--- src/rtl/chipset_data_bus_steer.sv ---
// Read-data steering and ready generation for the chipset data path.
// Each CPU/DMA read cycle is claimed by the lowest-index selected internal
// source, or falls through to the external bus if no source claims it.
// A claimed cycle waits out the source's minimum wait-state count and then
// its ready. A source that never becomes ready is timed out with an
// open-bus (all ones) value. Every output is registered.
//
// Handshake: a read cycle is open while memory_read_n or io_read_n is low.
// bus_ready low means "hold the cycle, data not yet valid". bus_ready high
// during an open cycle means data_bus_out is valid and the cycle may
// complete. Releasing both strobes ends the cycle, and all outputs go back
// to their idle values on the next edge.
module chipset_data_bus_steer #(
    parameter int NUM_SOURCES    = 4,
    parameter int DATA_WIDTH     = 8,
    parameter int WAIT_WIDTH     = 4,
    parameter int TIMEOUT_CYCLES = 255,
    localparam int SRC_W         = (NUM_SOURCES > 1) ? $clog2(NUM_SOURCES) : 1
) (
    input  logic                              clock,
    input  logic                              reset_n,
    input  logic                              memory_read_n,
    input  logic                              io_read_n,
    input  logic [NUM_SOURCES-1:0]            source_select,
    input  logic [NUM_SOURCES-1:0]            source_ready,
    input  logic [NUM_SOURCES*DATA_WIDTH-1:0] source_data,
    input  logic [NUM_SOURCES*WAIT_WIDTH-1:0] source_wait_states,
    input  logic [DATA_WIDTH-1:0]             ext_data_in,
    input  logic                              ext_direction_in,
    input  logic                              timeout_clear,
    output logic [DATA_WIDTH-1:0]             data_bus_out,
    output logic                              data_bus_direction,
    output logic                              bus_ready,
    output logic [SRC_W-1:0]                  active_source,
    output logic                              bus_timeout
);

    // Last WAIT count value before the timeout edge; the timeout counter
    // counts WAIT edges, so reaching this value means the next WAIT edge
    // is the TIMEOUT_CYCLES-th one.
    localparam logic [15:0] TO_LAST = 16'(TIMEOUT_CYCLES - 1);

    typedef enum logic [2:0] {
        ST_IDLE,
        ST_WAIT,
        ST_DRIVE,
        ST_EXT,
        ST_TIMEOUT
    } state_t;

    state_t                  state_q;
    state_t                  state_d;
    logic                    read_active;
    logic                    read_active_q;
    logic                    read_start;
    logic                    any_select;
    logic [SRC_W-1:0]        sel_idx;
    logic [SRC_W-1:0]        active_q;
    logic [WAIT_WIDTH-1:0]   wait_cnt_q;
    logic [15:0]             to_cnt_q;
    logic                    start_load;
    logic                    set_timeout;
    logic [DATA_WIDTH-1:0]   data_q;
    logic [DATA_WIDTH-1:0]   data_d;
    logic                    ready_q;
    logic                    ready_d;
    logic                    dir_q;
    logic                    dir_d;
    logic                    timeout_q;

    logic [DATA_WIDTH-1:0]   src_data [NUM_SOURCES];
    logic [WAIT_WIDTH-1:0]   src_wait [NUM_SOURCES];

    // Unpack the flat source buses into per-source arrays.
    for (genvar g = 0; g < NUM_SOURCES; g++) begin : g_unpack
        assign src_data[g] = source_data[g*DATA_WIDTH +: DATA_WIDTH];
        assign src_wait[g] = source_wait_states[g*WAIT_WIDTH +: WAIT_WIDTH];
    end

    assign read_active = ~memory_read_n | ~io_read_n;
    assign read_start  = read_active & ~read_active_q;

    // Fixed-priority encoder: lowest set select index wins.
    always_comb begin
        sel_idx    = '0;
        any_select = |source_select;
        for (int i = NUM_SOURCES - 1; i >= 0; i--) begin
            if (source_select[i]) begin
                sel_idx = SRC_W'(i);
            end
        end
    end

    // Next-state logic, then the registered output values for that state.
    always_comb begin
        state_d     = state_q;
        start_load  = 1'b0;
        set_timeout = 1'b0;
        data_d      = '0;
        ready_d     = 1'b1;
        dir_d       = 1'b0;

        case (state_q)
            ST_IDLE: begin
                if (read_start) begin
                    if (any_select) begin
                        state_d    = ST_WAIT;
                        start_load = 1'b1;
                    end else begin
                        state_d = ST_EXT;
                    end
                end
            end
            ST_WAIT: begin
                // An abort outranks completion and timeout; completion
                // outranks a timeout that falls on the same edge.
                if (!read_active) begin
                    state_d = ST_IDLE;
                end else if (wait_cnt_q == '0 && source_ready[active_q]) begin
                    state_d = ST_DRIVE;
                end else if (to_cnt_q == TO_LAST) begin
                    state_d     = ST_TIMEOUT;
                    set_timeout = 1'b1;
                end
            end
            ST_DRIVE, ST_EXT, ST_TIMEOUT: begin
                if (!read_active) begin
                    state_d = ST_IDLE;
                end
            end
            default: begin
                state_d = ST_IDLE;
            end
        endcase

        case (state_d)
            ST_WAIT: begin
                ready_d = 1'b0;
            end
            ST_DRIVE: begin
                // Capture on entry only; hold afterwards even if the
                // source changes its data.
                data_d = (state_q == ST_WAIT) ? src_data[active_q] : data_q;
            end
            ST_EXT: begin
                data_d = ext_direction_in ? ext_data_in : '0;
                dir_d  = ext_direction_in;
            end
            ST_TIMEOUT: begin
                data_d = '1;
            end
            default: begin
                data_d  = '0;
                ready_d = 1'b1;
                dir_d   = 1'b0;
            end
        endcase
    end

    // State, strobe history and registered outputs.
    always_ff @(posedge clock) begin
        if (!reset_n) begin
            state_q       <= ST_IDLE;
            read_active_q <= 1'b0;
            data_q        <= '0;
            ready_q       <= 1'b1;
            dir_q         <= 1'b0;
        end else begin
            state_q       <= state_d;
            read_active_q <= read_active;
            data_q        <= data_d;
            ready_q       <= ready_d;
            dir_q         <= dir_d;
        end
    end

    // Per-cycle source latch, wait-state and timeout counters.
    always_ff @(posedge clock) begin
        if (!reset_n) begin
            active_q   <= '0;
            wait_cnt_q <= '0;
            to_cnt_q   <= '0;
        end else if (start_load) begin
            active_q   <= sel_idx;
            wait_cnt_q <= src_wait[sel_idx];
            to_cnt_q   <= '0;
        end else if (state_q == ST_WAIT) begin
            if (wait_cnt_q != '0) begin
                wait_cnt_q <= wait_cnt_q - WAIT_WIDTH'(1);
            end
            to_cnt_q <= to_cnt_q + 16'd1;
        end
    end

    // Sticky timeout flag; a new timeout beats a simultaneous clear.
    always_ff @(posedge clock) begin
        if (!reset_n) begin
            timeout_q <= 1'b0;
        end else if (set_timeout) begin
            timeout_q <= 1'b1;
        end else if (timeout_clear) begin
            timeout_q <= 1'b0;
        end
    end

    assign data_bus_out       = data_q;
    assign data_bus_direction = dir_q;
    assign bus_ready          = ready_q;
    assign active_source      = active_q;
    assign bus_timeout        = timeout_q;

endmodule

--- config.mk ---
export PLATFORM = sky130hd
export DESIGN_NAME = chipset_data_bus_steer
export DESIGN_NICKNAME = d
export VERILOG_FILES = /design/src/rtl/chipset_data_bus_steer.sv
export SDC_FILE = /design/constraint.sdc
export NUM_CORES = 1
export LEC_CHECK = 0
export ABC_AREA = 1
export CAP_MARGIN = 30
export CORE_MARGIN = 2
export CORE_UTILIZATION = 35
export DETAILED_ROUTE_END_ITERATION = 8
export GPL_ROUTABILITY_DRIVEN = 0
export GPL_TIMING_DRIVEN = 0
export PLACE_DENSITY = 0.62
export SYNTH_ARGS = -nofsm -noshare
export SYNTH_HDL_FRONTEND = slang
export SYNTH_SLANG_ARGS = --single-unit
export TNS_END_PERCENT = 20
--- constraint.sdc ---
create_clock -name clock -period 2.8 [get_ports clock]
set_clock_uncertainty 0.1 [all_clocks]
set_input_delay 0.84 -clock clock [delete_from_list [all_inputs] [get_ports clock]]
set_output_delay 0.84 -clock clock [all_outputs]
set_load 0.02 [all_outputs]
-- Word level (Yosys, flattened, before mapping)
Index checks and enable logic that the tools add are counted.
- bits in latches: 0
- input port bits: 70
- output and inout bits: 13
- register bits: 37
- memory bits (read-only): 0
- memory bits (writable): 0
- memories kept: 0
- muxes and demuxes: 35
- $add $sub $neg: 2
- bitwise logic cells: 8
- multipliers: 0
- divide/modulo/power cells: 0
- reduce and logical (&&, ||, !) cells: 12
- shift operators: 0
- order comparisons: 3
- equal/unequal tests: 10
- operators with widths (operator ; number):
    8-bit two-way mux ; 4
    8-bit one-hot mux with 3 select lines ; 1
    4-bit two-way mux ; 5
    16-bit by 1-bit adder with 16-bit output (second input constant) ; 1
    8-bit binary-select mux with 2-bit select ; 1
    16-bit by 8-bit equality test with 1-bit output (second input constant) ; 1
    3-bit two-way mux ; 5
    3-bit by 2-bit equality test with 1-bit output (second input constant) ; 4
    1-bit two-way mux ; 11
    2-bit two-way mux ; 5
    3-bit one-hot mux with 3 select lines ; 1
    4-bit binary-select mux with 2-bit select ; 1
    3-bit by 1-bit equality test with 1-bit output (second input constant) ; 2
    3-bit equality test (second input constant) ; 2
    3-bit >= comparator (second input constant) ; 2
    2-bit inverter with 3-bit output ; 2
    2-bit nonzero test ; 3
    4-bit zero test ; 1
    1-bit inverter ; 4
    2-bit AND reduction ; 2
    4-bit nonzero test ; 1
    4-bit OR reduction ; 1
    4-bit by 1-bit subtractor with 4-bit output (second input constant) ; 1
    3-bit zero test ; 1
    other kinds (8) ; 8

-- Depth between registers and ports, before layout
- word-level depth: 9
- gate-level depth with buffers: 15
- depth with buffers taken out: 13

-- Worst setup path after synthesis
No wires, ideal clock.
- path type: input -> register
- from: input port source_select[2]
- to: register data_q[0], in the netlist data_bus_out[0]
- data required time: 2568 ps
- data arrival time: 2033 ps
- stages: 10
- path slack: 535 ps
- cells stage by stage: nor2_1 nand3_1 o21ai_0 nand2_1 nand2_1 inv_2 nor3_4 inv_2 nand2_1 a21oi_1
- word-level cells in the longest chain between the ends: 6
- RTL lines (item ; RTL line ; RTL):
    start, declared ; 24 ; input logic [NUM_SOURCES-1:0] source_select,
    4-bit OR reduction * ; 86 ; any_select = |source_select;
    2-bit two-way mux * ; 106 ; if (any_select) begin
    3-bit two-way mux * ; 105 ; if (read_start) begin
    3-bit one-hot mux with 3 select lines * ; 103 ; case (state_q)
    3-bit equality test / 3-bit by 2-bit equality test with 1-bit output (equally long branches) ; 136 ; case (state_d)
    8-bit one-hot mux with 3 select lines / 2-bit inequality test (equally long branches) ; -- ;
    end signal, assigned ; 171 ; data_q <= data_d;
    end, declared ; 63 ; logic [DATA_WIDTH-1:0] data_q;
Mark *: on every way between the ends. The rest lies on a longest branch, timed or not.
A chain may end at the register's enable or synchronous reset.

-- Worst setup path in the final report
- from: input port memory_read_n
- to: register active_q[1], in the netlist active_source[1]
- word-level cells in the longest chain between the ends: 5
- RTL lines (item ; RTL line ; RTL):
    start, declared ; 22 ; input logic memory_read_n,
    1-bit inverter ; 80 ; assign read_active = ~memory_read_n | ~io_read_n;
    1-bit OR ; 80 ;
    1-bit bitwise AND ; 81 ; assign read_start = read_active & ~read_active_q;
    1-bit two-way mux ; 105 ;
    1-bit two-way mux ; 103 ;
    end signal, assigned ; 184 ; active_q <= sel_idx;
    end, declared ; 58 ; logic [SRC_W-1:0] active_q;
Every way passes these cells.

==> run_results.csv <==
group,metric,value,unit
status,status,"finished clean",
min_path,hold_start,"data_bus_out[5]$_SDFFE_PN0P_",
logic_synthesis,synthArstFlopShare,0,%
drt,ant_nets,0,
setup_path,critical_path_required,2.85,ns
setup_path,crit_arrival,2.71,ns
drt,vias,2635,
global_routing,grt-ovfl-total,0,
cts,h-tree-depth,2,
logic_synthesis,syn_nets,440,
setup_path,worst-setup-path-type,"input port to flip-flop",
place,hpwlAfterDp,5520,um
place,place_area,3230,um^2
min_path,hp-class,"flip-flop to flip-flop",
cells_and_area,nets,528,
cts,root_buffer,"clkbuf_8",
logic_synthesis,syn_inst,366,
logic_synthesis,ys_warn_count,0,
global_routing,track_usage,19.8,%
setup_path,crit_buf_inv,4,
global_routing,grt_pass1_wl,11800,um
timing,rsz0062_at_grt,"yes",
drt,dr.pass1.iters,4,
timing,worst_pin_slew,0.661,ns
job,maxCapViolations,0,
cells_and_area,postLayoutCellArea,3360,um^2
timing,relSlewSlack,55.8,%
setup_path,slowest_stage,"inv_1",
cells_and_area,antenna_cells,0,
cells_and_area,area.growth.synth_to_final,44.8,%
timing,slew_violations,0,
logic_synthesis,ys_ff_latch,37,
cells_and_area,drive_gt1_share,7.47,%
setup_path,cp-start-kind,"input port",
cells_and_area,fillers,650,
drt,avgRoutedWirePerCell,13.3,um
setup_path,crit_path_frequent_cell,"inv_1",
floorplanning,start_util,36.3,%
cts,cts_tree,"built",
timing,fmax,376,MHz
logic_synthesis,synth_cell_types,33,
logic_synthesis,synth_edf_count,0,
floorplanning,die_w,85.4,um
floorplanning,rows,29,
cts,worst_skew_pair.late_latency,0.29,ns
cts,clk_pin_slew,0.09,ns
cts,cts_buffers,5,
pwr,irDropWorstVdd,0.000357,V
timing,setup_viol,0,
global_routing,grt_max_degree,16,
floorplanning,core,6390,um^2
setup_path,max_stage_delay,0.42,ns
floorplanning,dieArea,7300,um^2
logic_synthesis,syn_avg_cell_area,6.34,um^2
cts,cts.path.max_buffers,2,
setup_path,r2r_start,"wait_cnt_q[0]$_SDFFE_PN0P_",
setup_path,critPathMaxFanout,15,
setup_path,cp_top_family,"buffers and inverters",
logic_synthesis,synth_flop_cell,"dfxtp_1",
floorplanning,ios,83,
pwr,power.density,423,nW/um^2
cells_and_area,final_core_util,52.6,%
timing,hold_viol,0,
setup_path,endpoint_kind,"flip-flop",
logic_synthesis,seq_area_frac_synth,31.9,%
global_routing,antenna_found_initial,0,
timing,finalCritPeriodShare,95.0,%
floorplanning,die_h,85.4,um
timing,timing.hold.ws,0.365,ns
timing,setup_ws,0.139,ns
logic_synthesis,mappedNetlistArea,2320,um^2
place,io_buffer_count,81,
drt,drc_errors,0,
timing,period_minus_slack,2.66,ns
drt,drt_iter0_markers,76,
cts,cts_sinks,37,
drt,drt-vias-per-instance,4.95,
global_routing,grt_pass1_vias,2519,
drt,wl,7080,um
pwr,leakagePower,1.34,nW
setup_path,path_cells,"clkdlybuf4s50_1 -> nand2_1 -> inv_1 -> nor2_1 -> nand2_1 -> inv_1 -> nor2_1 -> inv_1 -> o32ai_1",
setup_path,crit_path_start,"memory_read_n",
place,dpl_worst_slack,-0.350,ns
worst min-delay path, stage by stage (launching register included):
cell and delay [ns]:
dfxtp_1 0.32, nand2_1 0.06, a21oi_1 0.05
timing repair:
action,CTS,global route
gates resized for setup,0,4
setup endpoints to repair,4,27
hold buffers,0,0
pin swaps,0,1
setup buffers,0,1
gates cloned,0,0
report_power, final:
part           internal [mW]  total, mW  switching, mW
clock                  0.267      0.478          0.212
sequential             0.549      0.564         0.0157
combinational          0.177      0.380          0.203
cell families after synthesis:
logic type	count (synthesis)	synth area share, %
xor gates and xnor gates	7	2.64
buffers and inverters	59	9.87
DFF	37	31.9
adders and majority gates	4	2.16
AOI/OAI and AO/OA	70	16.5
and+or+nand+nor	189	36.9
sequential cells by signal, indices dropped and copies added (netlist names):
signal / count
state_q: 3
wait_cnt_q: 4
active_source: 2
read_active_q: 1
bus_ready: 1
bus_timeout: 1
data_bus_direction: 1
to_cnt_q: 16
data_bus_out: 8
metal layers:
metal,wire [um],vias to the layer above,global-route usage [%]
met2,3100,64,32.7
met3,464,9,4.67
met1,3420,1179,26.3
met5,0,-,0
li1,-,1383,-
met4,82,0,4.62
cell usage in the layout, fill, tap and decap left out, types with 5 or more instances in the layout:
cell type / n
a21oi_1: 21
inv_2: 8
nand3_1: 27
o22ai_1: 10
nand4_1: 12
nor3_1: 6
o21ai_0: 31
nor2_1: 56
nand2_1: 72
clkdlybuf4s50_1: 81
clkbuf_8: 5
inv_1: 41
dfxtp_1: 37
metrics by stage:
stage	total power, mW	instances	setup TNS, ns
after floorplan	0.778	366	0
after global placement	0.948	524	-5.44
after detailed placement	0.952	524	-5.82
after CTS	1.43	531	0
after global routing	1.50	532	-0.581
final	1.42	532	0
worst paths after layout:
check / depth (start not counted) / slack, ns / endpoint
worst min-delay path: 2 / 0.37 / data_bus_out[5]$_SDFFE_PN0P_
worst max-delay path: 9 / 0.14 / active_source[1]$_SDFFE_PN0P_
worst min register to register: 2 / 0.37 / data_bus_out[5]$_SDFFE_PN0P_
worst max register to register: 12 / 0.45 / data_bus_out[3]$_SDFFE_PN0P_
cells in the mapped netlist (all sizes together) (3+ instances only):
cell    number  area, um^2
ha           4        50.1
buf          3        17.5
nor4         3        37.5
a21oi       22         110
nand4       12        75.1
xnor2        4        35.0
dfxtp       37         741
nand3       27         135
inv         49         184
nor2        59         229
nand2       74         278
o21ai       32         160
o22ai       10        62.6
nor3         8        62.6
or2          3        18.8
xor2         3        26.3
clkbuf       6        23.8
cell type report:
| class | instances | area (um^2) | share of cell area, % |
|---|---|---|---|
| multi-input cells | 270 | 1370 | 40.6 |
| flip-flops and latches | 37 | 741 | 22.0 |
| repair buffers | 82 | 818 | 24.3 |
| inverters | 50 | 188 | 5.58 |
| clock buffers | 5 | 68.8 | 2.05 |
| clock inverters | 3 | 46.3 | 1.38 |
| plain buffers | 8 | 37.5 | 1.12 |
| well taps | 77 | 96.3 | 2.87 |
Power figures use the tool's default switching activity.
